**src/rtl/csd_encoder_if.sv**
```systemverilog
// csd_encoder_if: request and digit-write bus of the CSD encoder.
//   start, binIn    : encode request and operand (requester -> encoder)
//   weCsd, csdAddr,
//   csdData         : digit-memory write port (encoder -> memory)
//   busy, done      : encode status
//   nzCount,
//   tooMany         : nonzero-digit statistics of the last completed encode
// master = requester side, slave = encoder side.
interface csd_encoder_if;
    logic        start;
    logic [14:0] binIn;
    logic        weCsd;
    logic [3:0]  csdAddr;
    logic [7:0]  csdData;
    logic        busy;
    logic        done;
    logic [3:0]  nzCount;
    logic        tooMany;

    modport master (
        output start, binIn,
        input  weCsd, csdAddr, csdData, busy, done, nzCount, tooMany
    );

    modport slave (
        input  start, binIn,
        output weCsd, csdAddr, csdData, busy, done, nzCount, tooMany
    );
endinterface

```
**src/rtl/csd_encoder.sv**
```systemverilog
// csd_encoder: recodes a 15-bit unsigned operand into 16 canonical signed
// digits (+1 / 0 / -1) and writes them, one per cycle, to a digit memory.
//   clk   : clock, all state changes on the rising edge
//   reset : synchronous active-low reset
//   bus   : csd_encoder_if.slave (request, digit-write port, status)
//
// state | meaning
// IDLE  | waiting for start; operand captured on the accepted start
// ENC   | writing digit idx each cycle, idx 0..15
// DONE  | one cycle after the last write: done pulse, statistics updated
module csd_encoder (
    input  logic          clk,
    input  logic          reset,
    csd_encoder_if.slave  bus
);
    typedef enum logic [1:0] {IDLE, ENC, DONE} state_t;

    state_t      state_q, state_d;
    logic [14:0] x_q, x_d;
    logic        carry_q, carry_d;
    logic [3:0]  idx_q, idx_d;
    logic [3:0]  cnt_q, cnt_d;
    logic        we_q, we_d;
    logic [3:0]  addr_q, addr_d;
    logic [7:0]  data_q, data_d;
    logic        busy_q, busy_d;
    logic        done_q, done_d;
    logic [3:0]  nz_q, nz_d;
    logic        tm_q, tm_d;

    // Zero-extended operand so that x15 = x16 = 0 fall out of plain indexing.
    logic [31:0] x_ext;
    logic [4:0]  pos;
    logic        x_i, x_n;
    logic        dig_nz, dig_neg, carry_nxt;
    logic [7:0]  dig_val;

    always_comb begin
        x_ext     = {17'd0, x_q};
        pos       = {1'b0, idx_q};
        x_i       = x_ext[pos];
        x_n       = x_ext[pos + 5'd1];
        // s = x_i + carry is 1 exactly when they differ; the next bit then
        // chooses +1 (no carry) or -1 (carry) to break runs of ones.
        dig_nz    = x_i ^ carry_q;
        dig_neg   = dig_nz & x_n;
        carry_nxt = (x_i & carry_q) | dig_neg;
        dig_val   = dig_nz ? (dig_neg ? 8'hFF : 8'h01) : 8'h00;
    end

    always_comb begin
        state_d = state_q;
        x_d     = x_q;
        carry_d = carry_q;
        idx_d   = idx_q;
        cnt_d   = cnt_q;
        we_d    = 1'b0;
        addr_d  = addr_q;
        data_d  = data_q;
        busy_d  = busy_q;
        done_d  = 1'b0;
        nz_d    = nz_q;
        tm_d    = tm_q;
        unique case (state_q)
            IDLE: begin
                if (bus.start) begin
                    x_d     = bus.binIn;
                    carry_d = 1'b0;
                    idx_d   = 4'd0;
                    cnt_d   = 4'd0;
                    busy_d  = 1'b1;
                    state_d = ENC;
                end
            end
            ENC: begin
                we_d    = 1'b1;
                addr_d  = idx_q;
                data_d  = dig_val;
                carry_d = carry_nxt;
                idx_d   = idx_q + 4'd1;
                cnt_d   = cnt_q + {3'd0, dig_nz};
                if (idx_q == 4'd15) begin
                    state_d = DONE;
                end
            end
            DONE: begin
                busy_d  = 1'b0;
                done_d  = 1'b1;
                nz_d    = cnt_q;
                tm_d    = (cnt_q > 4'd4);
                state_d = IDLE;
            end
            default: state_d = IDLE;
        endcase
    end

    always_ff @(posedge clk) begin
        if (!reset) begin
            state_q <= IDLE;
            x_q     <= '0;
            carry_q <= 1'b0;
            idx_q   <= '0;
            cnt_q   <= '0;
            we_q    <= 1'b0;
            addr_q  <= '0;
            data_q  <= '0;
            busy_q  <= 1'b0;
            done_q  <= 1'b0;
            nz_q    <= '0;
            tm_q    <= 1'b0;
        end else begin
            state_q <= state_d;
            x_q     <= x_d;
            carry_q <= carry_d;
            idx_q   <= idx_d;
            cnt_q   <= cnt_d;
            we_q    <= we_d;
            addr_q  <= addr_d;
            data_q  <= data_d;
            busy_q  <= busy_d;
            done_q  <= done_d;
            nz_q    <= nz_d;
            tm_q    <= tm_d;
        end
    end

    assign bus.weCsd   = we_q;
    assign bus.csdAddr = addr_q;
    assign bus.csdData = data_q;
    assign bus.busy    = busy_q;
    assign bus.done    = done_q;
    assign bus.nzCount = nz_q;
    assign bus.tooMany = tm_q;
endmodule
```
**src/flat_wrapper.sv**
```systemverilog
// flat-port wrapper written by rule: the top's interface ports become plain ports
module csd_encoder_flat 
  (clk, reset, bus_start, bus_binIn, bus_weCsd, bus_csdAddr, bus_csdData, bus_busy, bus_done, bus_nzCount, bus_tooMany);
  csd_encoder_if bus_i ();
  input  logic clk;
  input  logic reset;
  input wire logic [$bits(bus_i.start)-1:0] bus_start;
  input wire logic [$bits(bus_i.binIn)-1:0] bus_binIn;
  output wire logic [$bits(bus_i.weCsd)-1:0] bus_weCsd;
  output wire logic [$bits(bus_i.csdAddr)-1:0] bus_csdAddr;
  output wire logic [$bits(bus_i.csdData)-1:0] bus_csdData;
  output wire logic [$bits(bus_i.busy)-1:0] bus_busy;
  output wire logic [$bits(bus_i.done)-1:0] bus_done;
  output wire logic [$bits(bus_i.nzCount)-1:0] bus_nzCount;
  output wire logic [$bits(bus_i.tooMany)-1:0] bus_tooMany;
  assign bus_i.start = bus_start;
  assign bus_i.binIn = bus_binIn;
  assign bus_weCsd = bus_i.weCsd;
  assign bus_csdAddr = bus_i.csdAddr;
  assign bus_csdData = bus_i.csdData;
  assign bus_busy = bus_i.busy;
  assign bus_done = bus_i.done;
  assign bus_nzCount = bus_i.nzCount;
  assign bus_tooMany = bus_i.tooMany;
  csd_encoder u_core (.clk(clk), .reset(reset), .bus(bus_i));
endmodule
```
**config.mk**
```make
export PLATFORM = sky130hd
export DESIGN_NAME = csd_encoder_flat
export DESIGN_NICKNAME = d
export VERILOG_FILES = /design/src/rtl/csd_encoder_if.sv /design/src/rtl/csd_encoder.sv /design/src/flat_wrapper.sv
export SDC_FILE = /design/constraint.sdc
export NUM_CORES = 1
export LEC_CHECK = 0
export ABC_AREA = 1
export ABC_CLOCK_PERIOD_IN_PS = 5050
export CORE_ASPECT_RATIO = 1.4
export CORE_MARGIN = 2
export CORE_UTILIZATION = 45
export CTS_BUF_LIST = sky130_fd_sc_hd__clkbuf_16
export DETAILED_ROUTE_END_ITERATION = 6
export PLACE_DENSITY = 0.76
export SYNTH_ARGS = -nofsm -noshare
export SYNTH_HDL_FRONTEND = slang
export SYNTH_SLANG_ARGS = --single-unit
```
**constraint.sdc**
```tcl
create_clock -name clk -period 5.05 [get_ports clk]
set_input_delay 1.01 -clock clk [delete_from_list [all_inputs] [get_ports clk]]
set_output_delay 1.01 -clock clk [all_outputs]
set_load 0.02 [all_outputs]
```
==> results of run 1 <==
[worst max path at each step]
stage                                         endpoint  slack (ns)
floorplan                 u_core.cnt_q[1]$_SDFFE_PN0P_        3.02
global placement          u_core.idx_q[1]$_SDFFE_PN0P_        2.18
detailed placement  u_core.bus.nzCount[0]$_SDFFE_PN0P_        2.11
CTS                       u_core.cnt_q[2]$_SDFFE_PN0P_        2.37
global route              u_core.cnt_q[2]$_SDFFE_PN0P_        2.09
finish                    u_core.cnt_q[2]$_SDFFE_PN0P_        2.31
[through the flow]
step | utilization (%) | instances | worst slack [ns] | instance area [sq um] | hold slack [ns]
2_1_floorplan | - | 250 | 3.022 | 1929 | 0.4402
5_1_grt | 56.54 | 322 | 2.089 | 2357 | 0.4831
6_report | 56.54 | 322 | 2.314 | 2357 | 0.4754
3_3_place_gp | 53.21 | 314 | 2.179 | 2218 | 0.4512
4_1_cts | 56.54 | 322 | 2.374 | 2357 | 0.4723
3_5_place_dp | 53.21 | 314 | 2.109 | 2218 | 0.4620
[sequential cells by signal, indices dropped and copies added, names as in the netlist, 2 cells and up]
register and count:
u_core.bus.csdData 2, u_core.idx_q 4, u_core.state_q 2, u_core.bus.csdAddr 4, u_core.bus.nzCount 4, u_core.x_q 15
u_core.cnt_q 4
[cell type report]
type                       instances  area [sq um]
inverter                          32         120.1
tap                               45         56.30
sequential                        40         800.8
multi-input combinational        160         870.8
clock buffer                       5         125.1
fill                             405          1812
timing repair buffer              37         370.4
clock inverter                     3         13.76
[worst max-delay path, cell delays in order (launching register included)]
cell and delay (ns):
dfxtp_1 0.78, inv_2 0.26, a21oi_1 0.18, o21ai_0 0.09, nand3_1 0.08, nand3_1 0.11
nand2_1 0.10, ha_1 0.25, ha_1 0.23, ha_1 0.20, a21oi_1 0.13, o21ai_0 0.10
a21oi_1 0.13
[metal layers]
| metal | vias to the layer above | track usage, % | routed length (um) |
|---|---|---|---|
| li1 | 871 | - | - |
| met1 | 751 | 19.45 | 1705 |
| met2 | 34 | 32.97 | 2116 |
| met3 | 11 | 5.512 | 169 |
| met4 | 0 | 8.182 | 81 |
| met5 | - | 0 | 0 |
[power groups by stage]
| stage | clock network [mW] | logic, mW | registers (mW) |
|---|---|---|---|
| after detailed placement | 0 | 0.146 | 0.360 |
| after global placement | 0 | 0.144 | 0.359 |
| after CTS | 0.303 | 0.147 | 0.353 |
| final | 0.298 | 0.145 | 0.353 |
| after global routing | 0.318 | 0.163 | 0.356 |
| after floorplan | 0 | 0.105 | 0.361 |
[cell usage after synthesis (all sizes together)]
master / number
nand2: 36
o21ai: 34
a32o: 2
a21oi: 33
nand3: 30
inv: 32
dfxtp: 40
xnor2: 1
clkbuf: 3
nor2: 16
buf: 15
a221oi: 1
xor2: 3
ha: 4
[logic make-up after synthesis]
logic type / after synthesis / synth area share, %
buffers and inverters: 50 / 13.36
adders and majority gates: 4 / 2.594
xor gates and xnor gates: 4 / 2.594
DFF: 40 / 41.50
AOI/OAI and AO/OA: 70 / 18.87
and+or+nand+nor: 82 / 21.08
==> reports/summary.log, run 1 <==
[setup_path] critical path launch point u_core.idx_q[0]$_SDFFE_PN0P_
[timing] Final period util 54.18%
[detailed_routing] vias per std cell 5.177
[setup_path] kind of capture point of the worst setup path flop
[clocking] clock-pin slew reported for the worst setup and hold paths after clock tree synthesis 0.06 ns
[timing] setup-violating endpoint count in the final report 0
[setup_path] number of cells on the worst reg-to-reg path 12
[timing] Hold Fails Final Rpt 0
[detailed_routing] detailed-routing iteration count for the pre-antenna-repair pass 4
[synthesis] largest cells by area after synthesis dfxtp_1, a21oi_1, o21ai_0
[detailed_routing] DRT antenna net count 0
[synthesis] share of the yosys chip area belonging to registers 41.50%
[timing] maximum achievable frequency 365.5 MHz
[clocking] Clock H-tree levels 2
[layout] layout overhead on the synthesized area 22.18%
[timing] slew at the pin with the worst max-slew slack 0.9631 ns
[synthesis] distinct cell type count of the synthesized netlist 24
[clocking] TritonCTS clock tree yes
[synthesis] cell type contributing the most total cell area after synthesis dfxtp_1
[layout] highest-count cells in the layout ignoring fill and taps dfxtp_1, clkdlybuf4s50_1, a21oi_1, o21ai_0, nand2_1
[clocking] clk_lat worst skew 0.28 ns
[synthesis] cell area after synthesis 1929 sq um
[floorplan] area of the core 4169 sq um
[synthesis] Synth Register Bits 40
[setup_path] critical path data arrival time 2.94 ns
[detailed_routing] 1st-iter DRT viols 58
[clocking] PostCTS Resize Cnt 0
[timing] Setup Total Neg Slack 0 ns
[floorplan] top-level I/O count 38
[grt] number of global-route vias before repair 1561
[clocking] number of buffers on the longest clock path 2
[detailed_routing] Post-Route WL 4072 um
[grt] maximum number of pins on one net before global-route repair 33
[setup_path] setup slack on the worst flop-to-flop path 2.31 ns
[setup_path] type of the worst setup path reg -> reg
[flow_run] Max Cap Violations 0
[timing] setup repair after global routing missed its margin false
[synthesis] synthesized area per cell 7.717 sq um
[grt] initial antenna violation count 0
[hold_path] Hold Path Class reg -> reg
[power] internal power 0.5776 mW
[grt] global-route wire length before repair 6796 um
[grt] total routing resource utilization after global routing 18.43%
[timing] worst setup skew after layout 0.004768 ns
[timing] worst slew margin relative to its limit 35.59%
[placed_design] routability cong. 0.8182
[setup_path] worst reg2reg path endpoint u_core.cnt_q[2]$_SDFFE_PN0P_
[grt] Overflow after GRT 0
[clocking] clock root cell clkbuf_16
[hold_path] start point of the worst hold path u_core.x_q[0]$_SDFFE_PN0P_
[detailed_routing] Via Count 1667
[power] relative contribution of combinational cells to total power 18.2%
[power] Pwr Total 0.7958 mW
[synthesis] proportion of netlist area held by the largest area contributor 41.50%
[floorplan] starting density of the core 46.28%
[power] Leakage Power 0.9317 nW
[run_status] run status complete, no violations
[power] Sw Ratio 27.43%
[floorplan] die height 81.48 um
[power] sequential cell fraction of total power 44.4%
[layout] final layout net count 298
[clocking] cts bufs inserted 5
[setup_path] required time worst endpoint 5.26 ns
[placed_design] placed wire-length estimate 2915 um
[setup_path] peak fanout along the critical path 21
[placed_design] quantity of I/O buffers inserted on ports 37
[power] power per cell area 337.6 nW/um^2
[detailed_routing] detailed-route wire length per cell 12.65 um
[synthesis] number of instances in the synthesized netlist 250
[layout] antenna cells 0
[clocking] number of hold-repair buffers added at the cts stage 0
[synthesis] Post-Syn Nets 272
[setup_path] startpoint class of the critical path flop
[layout] most common cell after layout, fill and taps aside dfxtp_1
[floorplan] count of standard-cell rows 28
[power] Clk pwr share 37.4%
[floorplan] die width 59.34 um
[synthesis] Synth warnings 0
[hold_path] depth of the worst hold-timing path 2
[timing] final critical-path required period 2.736 ns
[clocking] Setup Buffers After CTS 0
[power] peak supply drop 0.2100 mV
[floorplan] die area 4835 sq um
[timing] final slew viol count 0
[detailed_routing] DRC violations left 0
[layout] share of layout cells above drive strength 1 8.664%
[clocking] number of sinks handled by clock tree synthesis 40
[power] Switching Power 0.2183 mW
[hold_path] end of the worst hold path u_core.x_q[0]$_SDFFE_PN0P_
[setup_path] worst reg2reg path startpoint u_core.idx_q[0]$_SDFFE_PN0P_
No activity file was read; power rests on OpenSTA's default activity.
==> run 2, diff against run 1 <==
ABC_CLOCK_PERIOD_IN_PS = 2500   (was 5050)
PLACE_DENSITY = 0.79   (was 0.76)
clock period = 2.5 ns   (was 5.05 ns; I/O delays follow)
==> run 2 against run 1 <==
  * Global-route usage grew 0.58 points
  * Maximum frequency grew 23%
  * Die area is the same
  * Critical endpoint unchanged
  * Largest power group unchanged
  * Clock skew shrank 0.0015 ns
  * Clock power grew 100%
==> reports/summary.log, run 2 (synthesis gave the netlist of run 1 again) <==
[run_status] run status complete, no violations
[setup_path] peak fanout along the critical path 18 [-14%]
[clocking] number of buffers on the longest clock path 2 [unchanged]
[layout] final layout net count 300 [+0.67%]
[timing] final slew viol count 0 [unchanged]
[placed_design] routability cong. 0.8194 [+0.15%]
[clocking] number of sinks handled by clock tree synthesis 40 [unchanged]
[grt] routing usage on met3 3.307% [-2.2 points]
[detailed_routing] detailed-routing iteration count for the pre-antenna-repair pass 4 [unchanged]
[grt] global-route met1 utilization 21.22% [+1.8 points]
[clocking] cts bufs inserted 5 [unchanged]
[timing] Final period util 88.75% [+35 points]
[detailed_routing] DRT antenna net count 0 [unchanged]
[setup_path] type of the worst setup path reg -> reg
[timing] worst slew margin relative to its limit 72.29% [+37 points]
[floorplan] die width 59.34 um [unchanged]
[clocking] TritonCTS clock tree yes
[layout] area of the multi-input gates 870.8 sq um [unchanged]
[grt] global-route wire length before repair 7058 um [+3.9%]
[timing] setup-violating endpoint count in the final report 0 [unchanged]
[grt] number of global-route vias before repair 1638 [+4.9%]
[hold_path] Hold Path Class reg -> reg
[layout] highest-count cells in the layout ignoring fill and taps dfxtp_1, clkdlybuf4s50_1, a21oi_1, o21ai_0, nand2_1
[timing] Setup Total Neg Slack 0 ns [unchanged]
[layout] number of flip-flops in the largest register 15 [unchanged]
[power] power per cell area 679.6 nW/um^2 [+100%]
[detailed_routing] DRC violations left 0 [unchanged]
[detailed_routing] detailed-route wire length per cell 12.98 um [+2.7%]
[timing] setup repair after global routing missed its margin false
[setup_path] critical path data arrival time 2.43 ns [-0.51 ns]
[grt] total routing resource utilization after global routing 19.02% [+0.58 points]
[clocking] clock-pin slew reported for the worst setup and hold paths after clock tree synthesis 0.06 ns [about the same]
[timing] final critical-path required period 2.219 ns [-0.5173 ns]
[power] Pwr Total 1.610 mW [+100%]
[layout] share of layout cells above drive strength 1 9.353% [+0.69 points]
[layout] count of fill cells added during filler insertion 383 [-5.4%]
[layout] antenna cells 0 [unchanged]
[detailed_routing] vias per std cell 5.313 [+2.6%]
[floorplan] die area 4835 sq um [unchanged]
[grt] initial antenna violation count 0 [unchanged]
[detailed_routing] Post-Route WL 4194 um [+3.0%]
[setup_path] startpoint class of the critical path flop
[power] peak supply drop 0.4228 mV [+100%]
[floorplan] starting density of the core 46.28% [unchanged]
[grt] Overflow after GRT 0 [unchanged]
[setup_path] kind of capture point of the worst setup path flop
[detailed_routing] 1st-iter DRT viols 87 [+50%]
[power] Leakage Power 0.9421 nW [+1.1%]
[timing] Hold Fails Final Rpt 0 [unchanged]
[layout] storage element area 802.0 sq um [+0.16%]
[layout] most common cell after layout, fill and taps aside dfxtp_1
[timing] maximum achievable frequency 450.7 MHz [+23%]
[placed_design] quantity of I/O buffers inserted on ports 37 [unchanged]
[placed_design] placed wire-length estimate 2991 um [+2.6%]
[clocking] clock root cell clkbuf_16
[layout] largest reg by FF count u_core.x_q
[grt] global-route met2 utilization 33.85% [+0.88 points]
[clocking] Clock H-tree levels 2 [unchanged]
[timing] worst setup skew after layout 0.003289 ns [-0.001479 ns]
[setup_path] required time worst endpoint 2.71 ns [-2.55 ns]
[grt] maximum number of pins on one net before global-route repair 31 [-6.1%]
[floorplan] area of the core 4169 sq um [unchanged]
[flow_run] Max Cap Violations 0 [unchanged]
[floorplan] count of standard-cell rows 28 [unchanged]
[detailed_routing] Via Count 1716 [+2.9%]
[clocking] clk_lat worst skew 0.28 ns [about the same]
[floorplan] die height 81.48 um [unchanged]
[timing] slew at the pin with the worst max-slew slack 0.4151 ns [-0.5480 ns]
[setup_path] setup slack on the worst flop-to-flop path 0.28 ns [-2.03 ns]
[floorplan] top-level I/O count 38 [unchanged]
[layout] layout overhead on the synthesized area 22.76%
[grt] highest-utilization routing layer at the global route stage met2
-- run 2: cell types whose count changed in the layout (fill, tap and decap cells not counted) --
cell / before / now
buf_4: 0 / 2
clkinv_1: 1 / 0
clkinv_2: 2 / 1
dfxtp_1: 40 / 39
dfxtp_2: 0 / 1
inv_1: 26 / 27
-- run 2: path summary, 6_finish.rpt --
check / start / endpoint / cells after the start
max: u_core.idx_q[0]$_SDFFE_PN0P_ / u_core.cnt_q[2]$_SDFFE_PN0P_ / 12
min: u_core.x_q[11]$_SDFFE_PN0P_ / u_core.x_q[11]$_SDFFE_PN0P_ / 2
max reg2reg: u_core.idx_q[0]$_SDFFE_PN0P_ / u_core.cnt_q[2]$_SDFFE_PN0P_ / 12
min reg2reg: u_core.x_q[11]$_SDFFE_PN0P_ / u_core.x_q[11]$_SDFFE_PN0P_ / 2
-- run 2: stage by stage --
step | std cells | hold slack, ns | utilization (%) | cell area (sq um) | worst slack, ns
final | 323 | 0.4677 | 56.81 | 2369 | 0.2812
after detailed placement | 316 | 0.4584 | 53.57 | 2233 | 0.2619
after CTS | 323 | 0.4668 | 56.78 | 2367 | 0.2286
after global routing | 323 | 0.4878 | 56.81 | 2369 | 0.09448
after global placement | 316 | 0.4530 | 53.57 | 2233 | 0.3491
after floorplan | 250 | 0.4402 | - | 1929 | 0.4722
-- run 2: what timing repair did --
item | in CTS | in global routing
buffers inserted | 0 | 0
resized for setup | 0 | 1
hold buffers | 0 | 0
endpoints found under the setup margin | 0 | 1
-- run 2: final cells by class --
type | instances | share of cell area [%]
inverter | 32 | 5.071
sequential | 40 | 33.86
tap | 45 | 2.377
clock buffer | 5 | 5.283
timing repair buffer | 39 | 16.27
multi-input combinational | 160 | 36.77
clock inverter | 2 | 0.3698
-- run 2: per-layer routing --
layer / up-vias / wire [um]
li1: 871 / -
met1: 788 / 1762
met2: 45 / 2124
met3: 12 / 206
met4: 0 / 101
met5: - / 0
-- run 2: critical path: stages, from the launching register on --
cell and delay, ns:
dfxtp_1 0.38, buf_4 0.24, a21oi_1 0.08, o21ai_0 0.08, nand3_1 0.10, nand3_1 0.09
nand2_1 0.06, ha_1 0.30, ha_1 0.22, ha_1 0.20, a21oi_1 0.14, o21ai_0 0.11
a21oi_1 0.14
-- run 2: power by group --
| part | total, mW | leakage, nW | internal (mW) | switching (mW) |
|---|---|---|---|---|
| combinational | 0.306 | 0.543 | 0.127 | 0.178 |
| sequential | 0.707 | 0.328 | 0.680 | 0.0264 |
| clock | 0.597 | 0.0709 | 0.358 | 0.239 |
| total | 1.61 | 0.942 | 1.17 | 0.444 |
